[src/rtl/pool_seq_ctrl.sv]
// pool_seq_ctrl: scans a row-major feature map in POOLxPOOL windows and streams each window max
// Ports: clk, rst_n (async active-low); start/busy/done pass control;
//        rd_en/rd_addr/rd_data feature-memory read port (1-cycle latency);
//        pool_clr/pool_en/pool_pix/pool_result pooling-unit interface;
//        out_valid/out_ready/out_data/out_addr pooled-pixel output stream.
module pool_seq_ctrl #(
  parameter int IMG_W  = 4,
  parameter int IMG_H  = 4,
  parameter int POOL   = 2,
  parameter int DATA_W = 16,
  parameter int ADDR_W = 10
) (
  input  logic              clk,
  input  logic              rst_n,
  input  logic              start,
  output logic              busy,
  output logic              done,
  output logic              rd_en,
  output logic [ADDR_W-1:0] rd_addr,
  input  logic [DATA_W-1:0] rd_data,
  output logic              pool_clr,
  output logic              pool_en,
  output logic [DATA_W-1:0] pool_pix,
  input  logic [DATA_W-1:0] pool_result,
  output logic              out_valid,
  input  logic              out_ready,
  output logic [DATA_W-1:0] out_data,
  output logic [ADDR_W-1:0] out_addr
);
  localparam int OUT_W = IMG_W / POOL;
  localparam int OUT_H = IMG_H / POOL;
  localparam logic [1:0] PL = 2'(POOL - 1);
  localparam logic [ADDR_W-1:0] OWL  = ADDR_W'(OUT_W - 1);
  localparam logic [ADDR_W-1:0] OHL  = ADDR_W'(OUT_H - 1);
  localparam logic [ADDR_W-1:0] ROW  = ADDR_W'(IMG_W);
  localparam logic [ADDR_W-1:0] STEP = ADDR_W'(POOL);
  localparam logic [ADDR_W-1:0] BAND = ADDR_W'(POOL * IMG_W);

  typedef enum logic [2:0] {IDLE, CLEAR, FETCH, DRAIN, WRITE, DONE} state_t;

  state_t            state;
  logic [1:0]        wx, wy;
  logic [ADDR_W-1:0] ox, oy;
  // org: current window origin address; orow: origin of the current window band; row: current row start
  logic [ADDR_W-1:0] org, orow, row;
  logic              last_win;

  assign last_win = (ox == OWL) && (oy == OHL);
  assign pool_pix = rd_data;
  assign out_data = pool_result;

  always_ff @(posedge clk or negedge rst_n) begin
    if (!rst_n) begin
      state     <= IDLE;
      busy      <= 1'b0;
      done      <= 1'b0;
      rd_en     <= 1'b0;
      rd_addr   <= '0;
      pool_clr  <= 1'b0;
      pool_en   <= 1'b0;
      out_valid <= 1'b0;
      out_addr  <= '0;
      wx        <= '0;
      wy        <= '0;
      ox        <= '0;
      oy        <= '0;
      org       <= '0;
      orow      <= '0;
      row       <= '0;
    end else begin
      // read data returns one cycle after the strobe, so the enable trails rd_en by one cycle
      pool_en <= rd_en;
      case (state)
        IDLE: if (start) begin
          state    <= CLEAR;
          busy     <= 1'b1;
          pool_clr <= 1'b1;
          ox       <= '0;
          oy       <= '0;
          org      <= '0;
          orow     <= '0;
          out_addr <= '0;
        end
        CLEAR: begin
          state    <= FETCH;
          pool_clr <= 1'b0;
          rd_en    <= 1'b1;
          rd_addr  <= org;
          row      <= org;
          wx       <= '0;
          wy       <= '0;
        end
        FETCH: if (wx == PL) begin
          wx <= '0;
          if (wy == PL) begin
            rd_en <= 1'b0;
            state <= DRAIN;
          end else begin
            wy      <= wy + 2'd1;
            row     <= row + ROW;
            rd_addr <= row + ROW;
          end
        end else begin
          wx      <= wx + 2'd1;
          rd_addr <= rd_addr + 1'b1;
        end
        DRAIN: begin
          state     <= WRITE;
          out_valid <= 1'b1;
        end
        WRITE: if (out_ready) begin
          out_valid <= 1'b0;
          out_addr  <= last_win ? '0 : out_addr + 1'b1;
          ox        <= (ox == OWL) ? '0 : ox + 1'b1;
          oy        <= (ox == OWL) ? oy + 1'b1 : oy;
          orow      <= (ox == OWL) ? orow + BAND : orow;
          org       <= (ox == OWL) ? orow + BAND : org + STEP;
          state     <= last_win ? DONE : CLEAR;
          done      <= last_win;
          pool_clr  <= !last_win;
        end
        DONE: begin
          state <= IDLE;
          done  <= 1'b0;
          busy  <= 1'b0;
        end
        default: state <= IDLE;
      endcase
    end
  end
endmodule

[config.mk]
export PLATFORM = sky130hd
export DESIGN_NAME = pool_seq_ctrl
export DESIGN_NICKNAME = d
export VERILOG_FILES = /design/src/rtl/pool_seq_ctrl.sv
export SDC_FILE = /design/constraint.sdc
export NUM_CORES = 1
export LEC_CHECK = 0
export BUFFER_PORTS_ARGS = -buffer_cell sky130_fd_sc_hd__buf_4
export CAP_MARGIN = 0
export CORE_ASPECT_RATIO = 0.9
export CORE_UTILIZATION = 25
export CTS_CLUSTER_SIZE = 28
export DETAILED_ROUTE_END_ITERATION = 12
export PLACE_DENSITY = 0.45
export SYNTH_ARGS = -nofsm -noshare
export SYNTH_HDL_FRONTEND = slang
export SYNTH_SLANG_ARGS = --single-unit
[constraint.sdc]
create_clock -name clk -period 2.35 [get_ports clk]
set_clock_uncertainty 0.2 [all_clocks]
set_input_delay 0.235 -clock clk [delete_from_list [all_inputs] [get_ports clk]]
set_output_delay 0.235 -clock clk [all_outputs]
set_load 0.03 [all_outputs]
# Word level (Yosys, flattened, before mapping)
# Index checks and enable logic that the tools add are counted.
[totals]
latchBits = 0
rom_bits = 0
ff_bits = 83
in_bits = 36
ram_bits = 0
n_memories = 0
[classes]
n_addsub = 9
n_eq_ne = 16
bitwise_logic = 0
n_div = 0
reduce_logical = 19
shift = 0
muxes = 43
mul = 0
n_lt_le_gt_ge = 0
[ops]
columns = ["operator", "n"]
rows = [
  ["10-bit two-way mux", 14],
  ["10-bit case mux with 2 select lines", 7],
  ["10-bit by 1-bit adder with 10-bit output, second input constant", 4],
  ["10-bit by 1-bit equality test with 1-bit output, second input constant", 2],
  ["3-bit two-way mux", 5],
  ["3-bit case mux with 5 select lines", 1],
  ["2-bit inequality test, second input constant", 6],
  ["3-bit AND reduction", 4],
  ["10-bit by 2-bit adder with 10-bit output, second input constant", 1],
  ["10-bit by 3-bit adder with 10-bit output, second input constant", 1],
  ["10-bit by 4-bit adder with 10-bit output, second input constant", 1],
  ["2-bit nonzero test", 5],
  ["1-bit case mux with 2 select lines", 4],
  ["2-bit case mux with 2 select lines", 2],
  ["2-bit AND reduction", 4],
  ["4-bit AND reduction", 2],
  ["3-bit by 2-bit equality test with 1-bit output, second input constant", 2],
  ["3-bit equality test, second input constant", 2],
  ["1-bit two-way mux", 6],
  ["2-bit two-way mux", 3],
  ["2-bit by 1-bit adder with 2-bit output, second input constant", 2],
  ["2-bit by 1-bit equality test with 1-bit output, second input constant", 2],
  ["3-bit by 1-bit equality test with 1-bit output, second input constant", 1],
  ["3-bit logical NOT", 1],
  ["other kinds (5)", 5],
]

# Longest topological paths before layout
[logic_depth]
word_depth = 5
mapped_depth = 9
ltp_nobuf = 7

# Worst setup path before layout
# Ideal clock, no wire load.
[synth_timing]
path_kind = "register to register"
start = "register state[2]"
end = "register row[7]"
arrival_time_ns = 1.862
n_path_buf = 3
slack_ns = 0.167
stages_incl_launch_ff = 8
setup_ns = 0.121
cell_sequence = "dfrtp_1 buf_6 or3b_1 buf_2 or3_4 and2_1 buf_6 o22a_1"
[synth_via]
elab_chain_cells = 3
elab_cells_between_ends = 7
[synth_rtl]
columns = ["item", "line", "text"]
rows = [
  ["start, declared", "41", "state_t state;"],
  ["start signal, assigned", "118", "state <= last_win ? DONE : CLEAR;"],
  ["3-bit by 2-bit equality test with 1-bit output or 3-bit by 1-bit equality test with 1-bit output (tied branches)", "73", "case (state)"],
  ["2-bit inequality test (no source line) or 2-bit nonzero test (tied branches)", "n/a", ""],
  ["3-bit AND reduction (no source line)", "n/a", ""],
  ["end signal, assigned", "89", "row <= org;"],
  ["end signal, assigned", "100", "row <= row + ROW;"],
  ["end, declared", "45", "logic [ADDR_W-1:0] org, orow, row;"],
]
# Several ways; a longest one is shown, not always the timed one.
# A chain may end at the register's enable or synchronous reset.

# Worst setup path in the final report
[layout_timing]
start = "register state[1]"
end = "register row[2]"
# Same word-level chain as after synthesis.

==> impl_metrics.toml <==
[route]
drtIter0Drc = 190
wirelength_um = 12000
ant_nets = 0
post_drt_wl_per_cell_um = 15.2
routed_via_density = 4.78
firstDrtPassIters = 4
drc_errors = 0
vias = 3780

[synth]
syn_area_mm2 = 0.00466
synth-seq-area-share_pct = 43.0
synth_cell_types = 59
ys.warnings.count = 0
synth_ff_type = "dfrtp_1"
syn_nets = 573
synth-seq-cells = 80
synth-edff-count = 0
async_reset_ff_share_pct = 100
avgSynthCellArea_um2 = 8.84
netlist_instances = 527

[final_layout]
layout.nets = 592
fin_util_pct = 30.4
seq_area_mm2 = 0.00200
drive_above_1_share_pct = 16.9
fill_cells = 1890
syn_to_final_growth_pct = 16.7
num_antenna_cells = 0
instances_no_fill = 791
multi_input_area_mm2 = 0.00228

[grt]
antenna_found_initial = 0
grt_first_pass_wirelength_um = 20000
grt_max_degree = 37
grt_usage_pct = 13.0
grt_pass1_vias = 3798
grt_overflow = 0

[clock_tree]
cts_root_buffer = "clkbuf_16"
clock-sinks = 80
clockBufferDepth = 2
clkTransAtPathRegs_ns = 0.06
clock_latency_ns = 0.34
cts_buffers = 9
tritoncts = "yes"
htree_num_levels = 3

[floorplanning]
die_w_um = 146
die_y_um = 131
start_util_pct = 26.0
die_area_mm2 = 0.0192
coreArea_mm2 = 0.0179
rows = 46
io-pin-count = 94

[timing]
max_freq_mhz = 450
finalCritPeriodShare_pct = 94.5
worst_slack_ns = 0.130
worstMarginPinSlew_ns = 0.622
hold_violations = 0
fin_setup_tns_ns = 0
setup_viol = 0
rsz0062_at_grt = "false"
final_max_slew_viol_count = 0
timing.slew.headroom_pct = 58.5
post-route-min-period_ns = 2.22

[placed_design]
hpwl_um = 8500
gp_congestion = 0.809
numPortBuffers = 29
dpl_worst_slack_ns = 0.0579
dp.cells = 772

[pwr]
p_leak_nw = 2.39
combPwrFrac_pct = 40.7
p_sw_share_pct = 40.6
p_int_w = 0.00339
ir_drop_uv = 478
sequentialPowerShare_pct = 34.4
p_switching_w = 0.00232
finalPower_w = 0.00572
p_clk_share_pct = 24.9
power_per_cell_area_mw_per_mm2 = 1050

[setup_path]
path_class = "reg -> reg"
cp.arrival_ns = 2.24
critPathMaxFanout = 14
required_ns = 2.37
critPathLaunchType = "flop"
crit_path_end_kind = "flop"

[status]
outcome = "complete, no violations"

[worst_hold_path]
hp-class = "in -> reg"

[run]
maxCapViolCount = 0
-- layout make-up --
type	instances	share of cell area, %
multi-input cells	383	42.0
flip-flops and latches	80	36.8
repair buffers	65	9.53
well taps	240	5.53
clock buffers	14	5.41
inverters	7	0.484
clock inverters	2	0.184
-- per-stage QoR --
stage / hold WS [ns] / area, µm²
3_5_place_dp: 0.0539 / 5090
3_3_place_gp: 0.0500 / 5090
6_report: 0.105 / 5430
2_1_floorplan: -0.261 / 4660
5_1_grt: 0.119 / 5430
4_1_cts: 0.0905 / 5420
-- metal layers --
layer	track usage [%]	share of wire, %	vias to the layer above	routed length [µm]
li1	-	-	1847	-
met3	3.26	4.2	27	507
met1	17.1	49	1843	5830
met4	3.68	1.6	0	195
met5	0	0	-	0
met2	20.9	46	63	5460
-- critical path: stages, from the launching register on --
cell     delay (ns)
dfrtp_1        0.37
buf_4          0.21
or3b_1         0.38
or3_4          0.41
and2_1         0.28
o21ai_1        0.16
o21ai_1        0.08
-- synthesized netlist by cell type, types with 10 or more instances --
master,count,share of area [%]
buf_4,33,5.3
nand4_1,10,1.3
nor3_1,12,1.3
and3_1,15,2.0
ha_1,10,2.7
xnor2_1,18,3.4
o21ai_1,11,1.2
nor2_1,52,4.2
o21ai_0,41,4.4
a21oi_1,31,3.3
xor2_1,20,3.8
dfrtp_1,80,43
nand2_1,63,5.1
clkbuf_1,16,1.3
nand3_1,21,2.3
-- flip-flops by register name (all words and copies together), names as in the netlist --
name,flops
rd_addr,10
state,3
done,1
pool_clr,1
ox,10
out_addr,10
org,10
wx,2
row,10
busy,1
orow,7
oy,10
wy,2
rd_en,1
pool_en,1
out_valid,1
-- path summary, 6_finish.rpt --
kind,from,to,slack (ns),cells after the start
min,start,pool_clr$_DFFE_PN0P_,0.10,4
max,state[1]$_DFFE_PN0P_,row[2]$_DFFE_PN0P_,0.13,6
min reg2reg,rd_en$_DFFE_PN0P_,pool_en$_DFF_PN0_,0.22,0
min in group asynchronous,rst_n,rd_addr[4]$_DFFE_PN0P_,0.22,2
max reg2reg,state[1]$_DFFE_PN0P_,row[2]$_DFFE_PN0P_,0.13,6
max in group asynchronous,rst_n,row[9]$_DFFE_PN0P_,1.13,3
-- placed cells by master (no fill, tap or decap), drive strengths merged, types with 5 or more instances in the layout --
cell	count
a21oi	31
a31oi	7
and3	15
and4	5
buf	63
clkbuf	14
dfrtp	80
ha	10
inv	7
nand2	63
nand2b	5
nand3	21
nand4	11
nor2	52
nor3	13
o21ai	52
or3	7
xnor2	18
xor2	20
-- power by group through the flow --
| stage | registers, W | logic, W | clock network, W |
|---|---|---|---|
| floorplan | 0.00210 | 0.00143 | 0 |
| global placement | 0.00198 | 0.00230 | 0 |
| detailed placement | 0.00199 | 0.00232 | 0 |
| CTS | 0.00197 | 0.00233 | 0.00147 |
| global route | 0.00201 | 0.00259 | 0.00152 |
| finish | 0.00197 | 0.00233 | 0.00142 |
-- cell families (layout without fill, tap and decap cells) --
logic type	after synthesis	count (layout)	share of synthesized area, %
adders and majority gates	10	10	2.69
AOI/OAI and AO/OA	119	119	15.2
buffers and inverters	64	88	8.28
and+or+nand+nor	214	214	23.3
muxes	2	2	0.430
DFF	80	80	43.0
xor gates and xnor gates	38	38	7.15
-- repair_timing --
item | CTS | global route
hold buffers | 2 | 0
endpoints found under the setup margin | 0 | 11
endpoints found under the hold margin | 35 | 0
setup buffers | 0 | 1
gates resized for setup | 0 | 2
No activity file was read; power rests on OpenSTA's default activity.
